`config.mk`:
```
export PLATFORM = sky130hd
export DESIGN_NAME = hs4_rx_sync
export DESIGN_NICKNAME = d
export VERILOG_FILES = /design/src/rtl/hs4_pkg.sv /design/src/rtl/sync_bit.sv /design/src/rtl/hs4_rx_sync.sv
export SDC_FILE = /design/constraint.sdc
export NUM_CORES = 1
export LEC_CHECK = 0
export CAP_MARGIN = 20
export CORE_ASPECT_RATIO = 1.75
export CORE_MARGIN = 5
export CORE_UTILIZATION = 61
export DETAILED_ROUTE_END_ITERATION = 10
export DONT_BUFFER_PORTS = 1
export PLACE_DENSITY = 0.77
export SLEW_MARGIN = 20
export SYNTH_ARGS = -nofsm -noshare
export SYNTH_HDL_FRONTEND = slang
export SYNTH_SLANG_ARGS = --single-unit
```
`constraint.sdc`:
```
create_clock -name clk -period 3.3 [get_ports clk]
set_input_delay 0.66 -clock clk [delete_from_list [all_inputs] [get_ports clk]]
set_output_delay 0.66 -clock clk [all_outputs]
set_load 0.1 [all_outputs]
```
`src/rtl/hs4_pkg.sv`:
```
// Shared types and limits for the 4-phase bundled-data receiver.
package hs4_pkg;

    typedef enum logic [1:0] {
        WAIT_LOW = 2'd0,
        IDLE     = 2'd1,
        ACK_HI   = 2'd2
    } hs4_state_e;

    localparam int HS4_MIN_SYNC_STAGES = 2;
    localparam int HS4_MIN_DEPTH       = 2;

endpackage

```
`src/rtl/sync_bit.sv`:
```
// Multi-flop single-bit synchroniser with a selectable reset value.
module sync_bit #(
    parameter int   STAGES  = 2,
    parameter logic RST_VAL = 1'b0
) (
    input  logic clk,
    input  logic rst,
    input  logic d,
    output logic q
);

    logic [STAGES-1:0] sync_q;
    logic [STAGES-1:0] sync_d;

    always_comb begin
        sync_d = {sync_q[STAGES-2:0], d};
    end

    always_ff @(posedge clk) begin
        if (rst) begin
            sync_q <= {STAGES{RST_VAL}};
        end else begin
            sync_q <= sync_d;
        end
    end

    assign q = sync_q[STAGES-1];

endmodule

```
`src/rtl/hs4_rx_sync.sv`:
```
// Clocked receiver for the 4-phase bundled-data handshake, feeding a valid/ready FIFO.
// Optional HS4_RX_SYNC_XFER_CNT_EN adds xfer_cnt and stall_cnt statistics outputs.
module hs4_rx_sync
    import hs4_pkg::*;
#(
    parameter int DW          = 8,
    parameter int DEPTH       = 4,
    parameter int SYNC_STAGES = 2
) (
    input  logic                   clk,
    input  logic                   rst,
    input  logic                   req,
    input  logic [DW-1:0]          data_in,
    output logic                   ack,
    output logic [DW-1:0]          out_data,
    output logic                   out_valid,
    input  logic                   out_ready,
    output logic [$clog2(DEPTH):0] fifo_level
`ifdef HS4_RX_SYNC_XFER_CNT_EN
    ,
    output logic [15:0]            xfer_cnt,
    output logic [15:0]            stall_cnt
`endif
);

    localparam int AW = $clog2(DEPTH);
    localparam logic [AW:0] LVL_FULL = (AW + 1)'(DEPTH);

    if (SYNC_STAGES < HS4_MIN_SYNC_STAGES) begin : g_bad_sync
        $error("hs4_rx_sync: SYNC_STAGES too small");
    end
    if (DEPTH < HS4_MIN_DEPTH || (DEPTH & (DEPTH - 1)) != 0) begin : g_bad_depth
        $error("hs4_rx_sync: DEPTH must be a power of two >= 2");
    end

    logic req_s;

    // Reset to 1 so a request held high through reset looks "already seen".
    sync_bit #(
        .STAGES  (SYNC_STAGES),
        .RST_VAL (1'b1)
    ) u_req_sync (
        .clk (clk),
        .rst (rst),
        .d   (req),
        .q   (req_s)
    );

    hs4_state_e     state_q, state_d;
    logic           ack_q, ack_d;
    logic [AW-1:0]  wr_ptr_q, wr_ptr_d;
    logic [AW-1:0]  rd_ptr_q, rd_ptr_d;
    logic [AW:0]    level_q, level_d;
    logic [DW-1:0]  out_data_q, out_data_d;
    logic [DW-1:0]  mem_q [DEPTH];

    logic full;
    logic push;
    logic pop;
    logic stall;

    assign full = (level_q == LVL_FULL);
    assign pop  = (level_q != '0) && out_ready;

    always_comb begin
        state_d = state_q;
        push    = 1'b0;
        stall   = 1'b0;
        case (state_q)
            WAIT_LOW: begin
                if (!req_s) state_d = IDLE;
            end
            IDLE: begin
                if (req_s && !full) begin
                    push    = 1'b1;
                    state_d = ACK_HI;
                end else if (req_s) begin
                    stall = 1'b1;
                end
            end
            ACK_HI: begin
                if (!req_s) state_d = IDLE;
            end
            default: state_d = WAIT_LOW;
        endcase
        ack_d = (state_d == ACK_HI);
    end

    always_comb begin
        wr_ptr_d   = push ? wr_ptr_q + AW'(1) : wr_ptr_q;
        rd_ptr_d   = pop  ? rd_ptr_q + AW'(1) : rd_ptr_q;
        level_d    = level_q;
        out_data_d = out_data_q;
        case ({push, pop})
            2'b10:   level_d = level_q + (AW + 1)'(1);
            2'b01:   level_d = level_q - (AW + 1)'(1);
            default: level_d = level_q;
        endcase
        // Keep the registered head word equal to mem[rd_ptr] whenever non-empty.
        if (pop) begin
            if (level_q > (AW + 1)'(1)) begin
                out_data_d = mem_q[rd_ptr_q + AW'(1)];
            end else if (push) begin
                out_data_d = data_in;
            end
        end else if (push && level_q == '0) begin
            out_data_d = data_in;
        end
    end

    always_ff @(posedge clk) begin
        if (rst) begin
            state_q    <= WAIT_LOW;
            ack_q      <= 1'b0;
            wr_ptr_q   <= '0;
            rd_ptr_q   <= '0;
            level_q    <= '0;
            out_data_q <= '0;
        end else begin
            state_q    <= state_d;
            ack_q      <= ack_d;
            wr_ptr_q   <= wr_ptr_d;
            rd_ptr_q   <= rd_ptr_d;
            level_q    <= level_d;
            out_data_q <= out_data_d;
        end
    end

    always_ff @(posedge clk) begin
        if (push) mem_q[wr_ptr_q] <= data_in;
    end

    assign ack        = ack_q;
    assign out_data   = out_data_q;
    assign out_valid  = (level_q != '0);
    assign fifo_level = level_q;

`ifdef HS4_RX_SYNC_XFER_CNT_EN
    logic [15:0] xfer_cnt_q, xfer_cnt_d;
    logic [15:0] stall_cnt_q, stall_cnt_d;

    always_comb begin
        xfer_cnt_d  = xfer_cnt_q + 16'(push);
        stall_cnt_d = (stall && stall_cnt_q != 16'hFFFF) ? stall_cnt_q + 16'd1 : stall_cnt_q;
    end

    always_ff @(posedge clk) begin
        if (rst) begin
            xfer_cnt_q  <= '0;
            stall_cnt_q <= '0;
        end else begin
            xfer_cnt_q  <= xfer_cnt_d;
            stall_cnt_q <= stall_cnt_d;
        end
    end

    assign xfer_cnt  = xfer_cnt_q;
    assign stall_cnt = stall_cnt_q;
`endif

endmodule

```
## Yosys cells after proc, flatten, opt, wreduce, memory -nomap -nowiden

Memories as Yosys holds them, arrays and structs flattened.
Index checks and enable logic that the tools add are counted.

| cells by class | value |
|---|---|
| add/subtract/negate cells | 4 |
| order comparisons | 1 |
| equality and inequality tests | 7 |
| mux-type cells | 12 |
| reductions and logical operators | 11 |

Operator list:

| cell | count |
|---|---|
| 2-to-1 mux 8 bit | 4 |
| == test 2 bit, second input constant | 3 |
| one-hot mux 3 bit (2 select lines) | 1 |
| adder 2 x 1 -> 2 bit, second input constant | 2 |
| == test 2 x 1 -> 1 bit, second input constant | 2 |
| 2-to-1 mux 1 bit | 4 |
| 2-to-1 mux 2 bit | 2 |
| one-hot mux 2 bit (2 select lines) | 1 |
| nonzero test 2 bit | 2 |
| adder 3 x 1 -> 3 bit, second input constant | 1 |
| == test 3 bit, second input constant | 1 |
| greater-than comparator 3 x 1 -> 1 bit, second input constant | 1 |
| logical AND 1 bit | 3 |
| zero test 3 bit | 1 |
| inequality test 3 x 2 -> 1 bit, second input constant | 1 |
| nonzero test 3 bit | 1 |
| subtractor 3 x 1 -> 3 bit, second input constant | 1 |
| zero test 2 bit | 1 |
| AND reduction 2 bit | 1 |
| OR reduction 2 bit | 1 |
| zero test 1 bit | 1 |

| word-level totals | value |
|---|---|
| register bits after elaboration | 20 |
| memory bits (writable) | 32 |
| input port bits | 12 |
| output and inout bits | 13 |
| word-level logic and storage cells | 43 |
| memories | 1 |

Memory list:

| memory | words | width | read ports | clocked after memory_dff | wr ports | line | RTL |
|---|---|---|---|---|---|---|---|
| mem_q | 4 | 8 | 1 | 0 | 1 | hs4_rx_sync.sv:55 | `logic [DW-1:0] mem_q [DEPTH];` |

## Longest topological paths before layout

| depth | value |
|---|---|
| depth in word-level cells | 8 |
| depth in mapped cells | 9 |
| gate-level depth less buffers | 8 |

## Hierarchy

A second synthesis with hierarchy kept.

| second synthesis, totals | value |
|---|---|
| cells, all modules | 144 |
| area total of the unflattened synthesis | 2208.4 µm² |

By module, submodules not included:

| module | times used | cells an instance | area an instance (µm²) | sequential area each (µm²) |
|---|---|---|---|---|
| hs4_rx_sync | 1 | 140 | 2155.8 | 1321.3 |
| sync_bit | 1 | 4 | 52.6 | 40.0 |

## Least setup slack after synthesis

No wires, ideal clock.

| path | value |
|---|---|
| kind | flip-flop to flip-flop |
| start | register level_q[1], in the netlist fifo_level[1] |
| end | register out_data_q[0], in the netlist out_data[0] |
| setup time | 0.080 ns |
| data arrival time | 3.187 ns |
| required time | 3.220 ns |
| path slack | 0.033 ns |
| cell stages (with the launch flop) | 10 |
| path buffers | 1 |
| period minus slack after synthesis | 3.267 ns |
| path through | dfxtp_1 inv_1 ha_1 nand2b_2 and2_2 ha_1 nand3b_1 and2_1 buf_4 a211oi_2 |

| between the ends | value |
|---|---|
| elaborated cells on any way between the ends | 15 |
| classes of those cells | order compare: 1; eq/ne: 2; mux: 4; reduce/logical: 8 |

RTL lines:

| element | line | RTL |
|---|---|---|
| start, declared | hs4_rx_sync.sv:53 | `logic [AW:0] level_q, level_d;` |
| start signal, assigned | hs4_rx_sync.sv:124 | `level_q <= level_d;` |
| nonzero test 3 bit (*) | - |  |
| named net out_valid | hs4_rx_sync.sv:16 | `output logic out_valid,` |
| logical AND 1 bit (*) | hs4_rx_sync.sv:63 | `assign pop = (level_q != '0) && out_ready;` |
| inequality test 3 x 2 -> 1 bit (no line) / nonzero test 2 bit (equally long branches) | - |  |
| AND reduction 2 bit (no line) | - |  |
| end signal, assigned | hs4_rx_sync.sv:125 | `out_data_q <= out_data_d;` |
| end, declared | hs4_rx_sync.sv:54 | `logic [DW-1:0] out_data_q, out_data_d;` |

The timed path passes the listed nets; every way through them passes the cells marked *.
A chain may end at the register's enable or synchronous reset.

## Worst setup path in the final report

| path | value |
|---|---|
| start | register level_q[1], in the netlist fifo_level[1] |
| end | register out_data_q[2], in the netlist out_data[2] |

| between the ends | value |
|---|---|
| word-level cells in the longest chain between the ends | 8 |
| elaborated cells on any way between the ends | 15 |
| classes of those cells | order compare: 1; eq/ne: 2; mux: 4; reduce/logical: 8 |

RTL lines:

| element | line | RTL |
|---|---|---|
| == test 3 bit | hs4_rx_sync.sv:62 | `assign full = (level_q == LVL_FULL);` |
| zero test 1 bit | hs4_rx_sync.sv:74 | `if (req_s && !full) begin` |
| logical AND 1 bit | hs4_rx_sync.sv:74 |  |
| 2-to-1 mux 1 bit | hs4_rx_sync.sv:74 |  |
| 2-to-1 mux 1 bit | hs4_rx_sync.sv:69 | `case (state_q)` |
| logical AND 1 bit | hs4_rx_sync.sv:106 | `end else if (push && level_q == '0) begin` |
| nonzero test 2 bit (no line) | - |  |
| AND reduction 2 bit (no line) | - |  |

Parallel ways exist; a longest one is shown, timed or not.

==> metrics.cfg <==
[run_status]
status = complete, no violations

[drt]
topRoutingLayerUsed = met4
wl_met2_um = 2230
first_iter_violations = 26
wire_per_inst_um = 19.8
vias = 1151
drt-met1-wl_um = 1350
wl_um = 3880
postRouteAntennaNets = 0
drc = 0
viasPerCell = 5.87
met3_length_um = 261
dr.pass1.iters = 4

[global_routing]
grt_pass1_wl_um = 6440
grt_antenna_before_repair = 0
first_global_vias = 1248
grt.overflow.total = 0
track_usage = 0.177
grt_max_degree = 19

[clock_tree]
tritoncts = done
post_cts_buffers = 0
clockRootBuffer = clkbuf_8
clockBufferDepth = 2
clk_pin_slew_worst_paths_ns = 0.09
postCtsHoldBufs = 0
cts_max_level = 2
insertion_delay_ns = 0.30
cts_buffers = 5
clock-sinks = 52
cts_resized = 0

[synth]
synth_area_mm2 = 0.00221
ys_warn_count = 0
synth_nets = 165
ys_ff_latch = 52
ys_seq_area_frac = 0.616
synth_cell_types = 30
synthCells = 144
avgSynthCellArea_um2 = 15.3

[finish]
nets = 171
final_common_cell = edfxtp_1
syn2layout_area_growth_pct = 8.73
drive_above_1_share = 0.240
n_antenna_cell = 0
register_area_mm2 = 0.00136
nFillCells = 285
multi_input_area_um2 = 801
most-common-layout-cells = edfxtp_1, dfxtp_1, a21oi_1

[placement]
numPortBuffers = 0
hpwl_um = 2860
gp_congestion = 0.749

[floorplan]
core_mm2 = 0.00356
ios = 25
initial_core_util = 0.621
die-width_um = 55.5
std_cell_rows = 29
die_area_mm2 = 0.00497
fp.dieH_um = 89.6

[timing]
hold_violations = 0
finClkSkew_ns = 0.00685
holdWs_ns = 0.412
slew_violations = 0
max_slew.worst_pin.slew_ns = 1.02
final.setup.tns_ns = 0
max-slew-margin-rel = 0.321
fmax_mhz = 412
post-route-period-util = 0.736
min_period_ns = 2.43
setup_viol = 0
rsz0062_at_grt = false

[setup_path]
cp-start-kind = register
critPathSlowestCell = and2_1
worstPathArrival_ns = 2.59
r2r_slack_ns = 0.87
crit_type = reg -> reg
crit_chain = inv_1 -> ha_1 -> a21oi_2 -> inv_1 -> ha_1 -> nand3b_1 -> and2_1 -> a211oi_2
critPathRequiredTime_ns = 3.47
crit_fanout = 9
cpPeakStageDelay_ns = 0.47
cp-end-kind = register

[pwr]
peakVddDrop_uv = 783
power_density_mw_per_mm2 = 892
p_leak_nw = 0.786

[hold_path]
hp-class = in -> reg

[run]
maxCapViolations = 0

==> cell families (layout without fill, tap and decap cells) <==
family | Yosys count | count (layout) | synth area share
adders and majority gates | 9 | 9 | 0.0510
and+or+nand+nor | 23 | 23 | 0.0567
AOI/OAI and AO/OA | 25 | 25 | 0.0980
xor gates and xnor gates | 5 | 5 | 0.0198
buffers and inverters | 11 | 17 | 0.0210
muxes | 19 | 19 | 0.137
DFF | 52 | 52 | 0.616
==> report_power, final <==
part	internal, W	switching, W
clock network	0.000298	0.000194
registers	0.000748	0.000349
logic	0.000200	0.000353
==> stage by stage <==
stage               cells  worst slack [ns]  utilization  cell area (um2)  power, W
global placement      189              1.05        0.639             2270   0.00165
floorplan             144            0.0333            -             2210   0.00156
global route          196             0.685        0.675             2400   0.00223
CTS                   196             0.880        0.675             2400   0.00215
detailed placement    189             0.909        0.639             2270   0.00167
finish                196             0.873        0.675             2400   0.00214
==> worst max-delay path: cells and delay by family (launching register included) <==
kind | cells | cell delay, ns
AOI/OAI and AO/OA | 2 | 0.47
adders and majority gates | 2 | 0.54
buffers and inverters | 2 | 0.18
and+or+nand+nor | 2 | 0.76
DFF | 1 | 0.35
==> layer usage <==
metal  global-route usage  vias to the layer above
li1                     -                      544
met1                0.174                      572
met2                0.332                       32
met3               0.0572                        3
met4               0.0863                        0
met5                    0                        -
==> synthesized netlist by cell type, drive strengths merged <==
cell type | instances | area share
a211oi | 9 | 0.049
mux2i | 11 | 0.056
nand3b | 2 | 0.0068
clkbuf | 3 | 0.0051
or2 | 2 | 0.0057
nand2 | 1 | 0.0017
o21bai | 1 | 0.0051
buf | 2 | 0.0057
o31ai | 1 | 0.0096
xnor2 | 2 | 0.0079
or3 | 1 | 0.0028
and2 | 6 | 0.018
edfxtp | 32 | 0.44
a21o | 1 | 0.0034
mux4 | 8 | 0.082
nand2b | 1 | 0.0040
o21ai | 1 | 0.0023
nor2 | 8 | 0.014
ha | 9 | 0.051
dfxtp | 20 | 0.18
a21oi | 12 | 0.029
nand3 | 2 | 0.0045
xor2 | 3 | 0.012
inv | 6 | 0.010
==> final cells by class <==
type / count / area share
clock buffers: 5 / 0.0287
clock inverters: 2 / 0.0250
inverters: 6 / 0.00938
multi-input cells: 81 / 0.334
flip-flops and latches: 52 / 0.567
well taps: 46 / 0.0240
repair buffers: 4 / 0.0125
==> path summary, 6_finish.rpt <==
check / startpoint / end / cells after the start
worst max-delay path: fifo_level[1] / out_data[2] / 8
worst min-delay path: rst / out_data[0] / 1
worst max register to register: fifo_level[1] / out_data[2] / 8
worst min register to register: u_req_sync.sync_q[0] / u_req_sync.sync_q[1] / 1
==> flip-flops by register name, summed over array words and instances, names as in the netlist <==
signal / count
fifo_level: 3
rd_ptr_q: 2
state_q: 2
out_data: 8
mem_q: 32
ack: 1
u_req_sync.sync_q: 2
wr_ptr_q: 2
(Power assumes the default switching activity.)
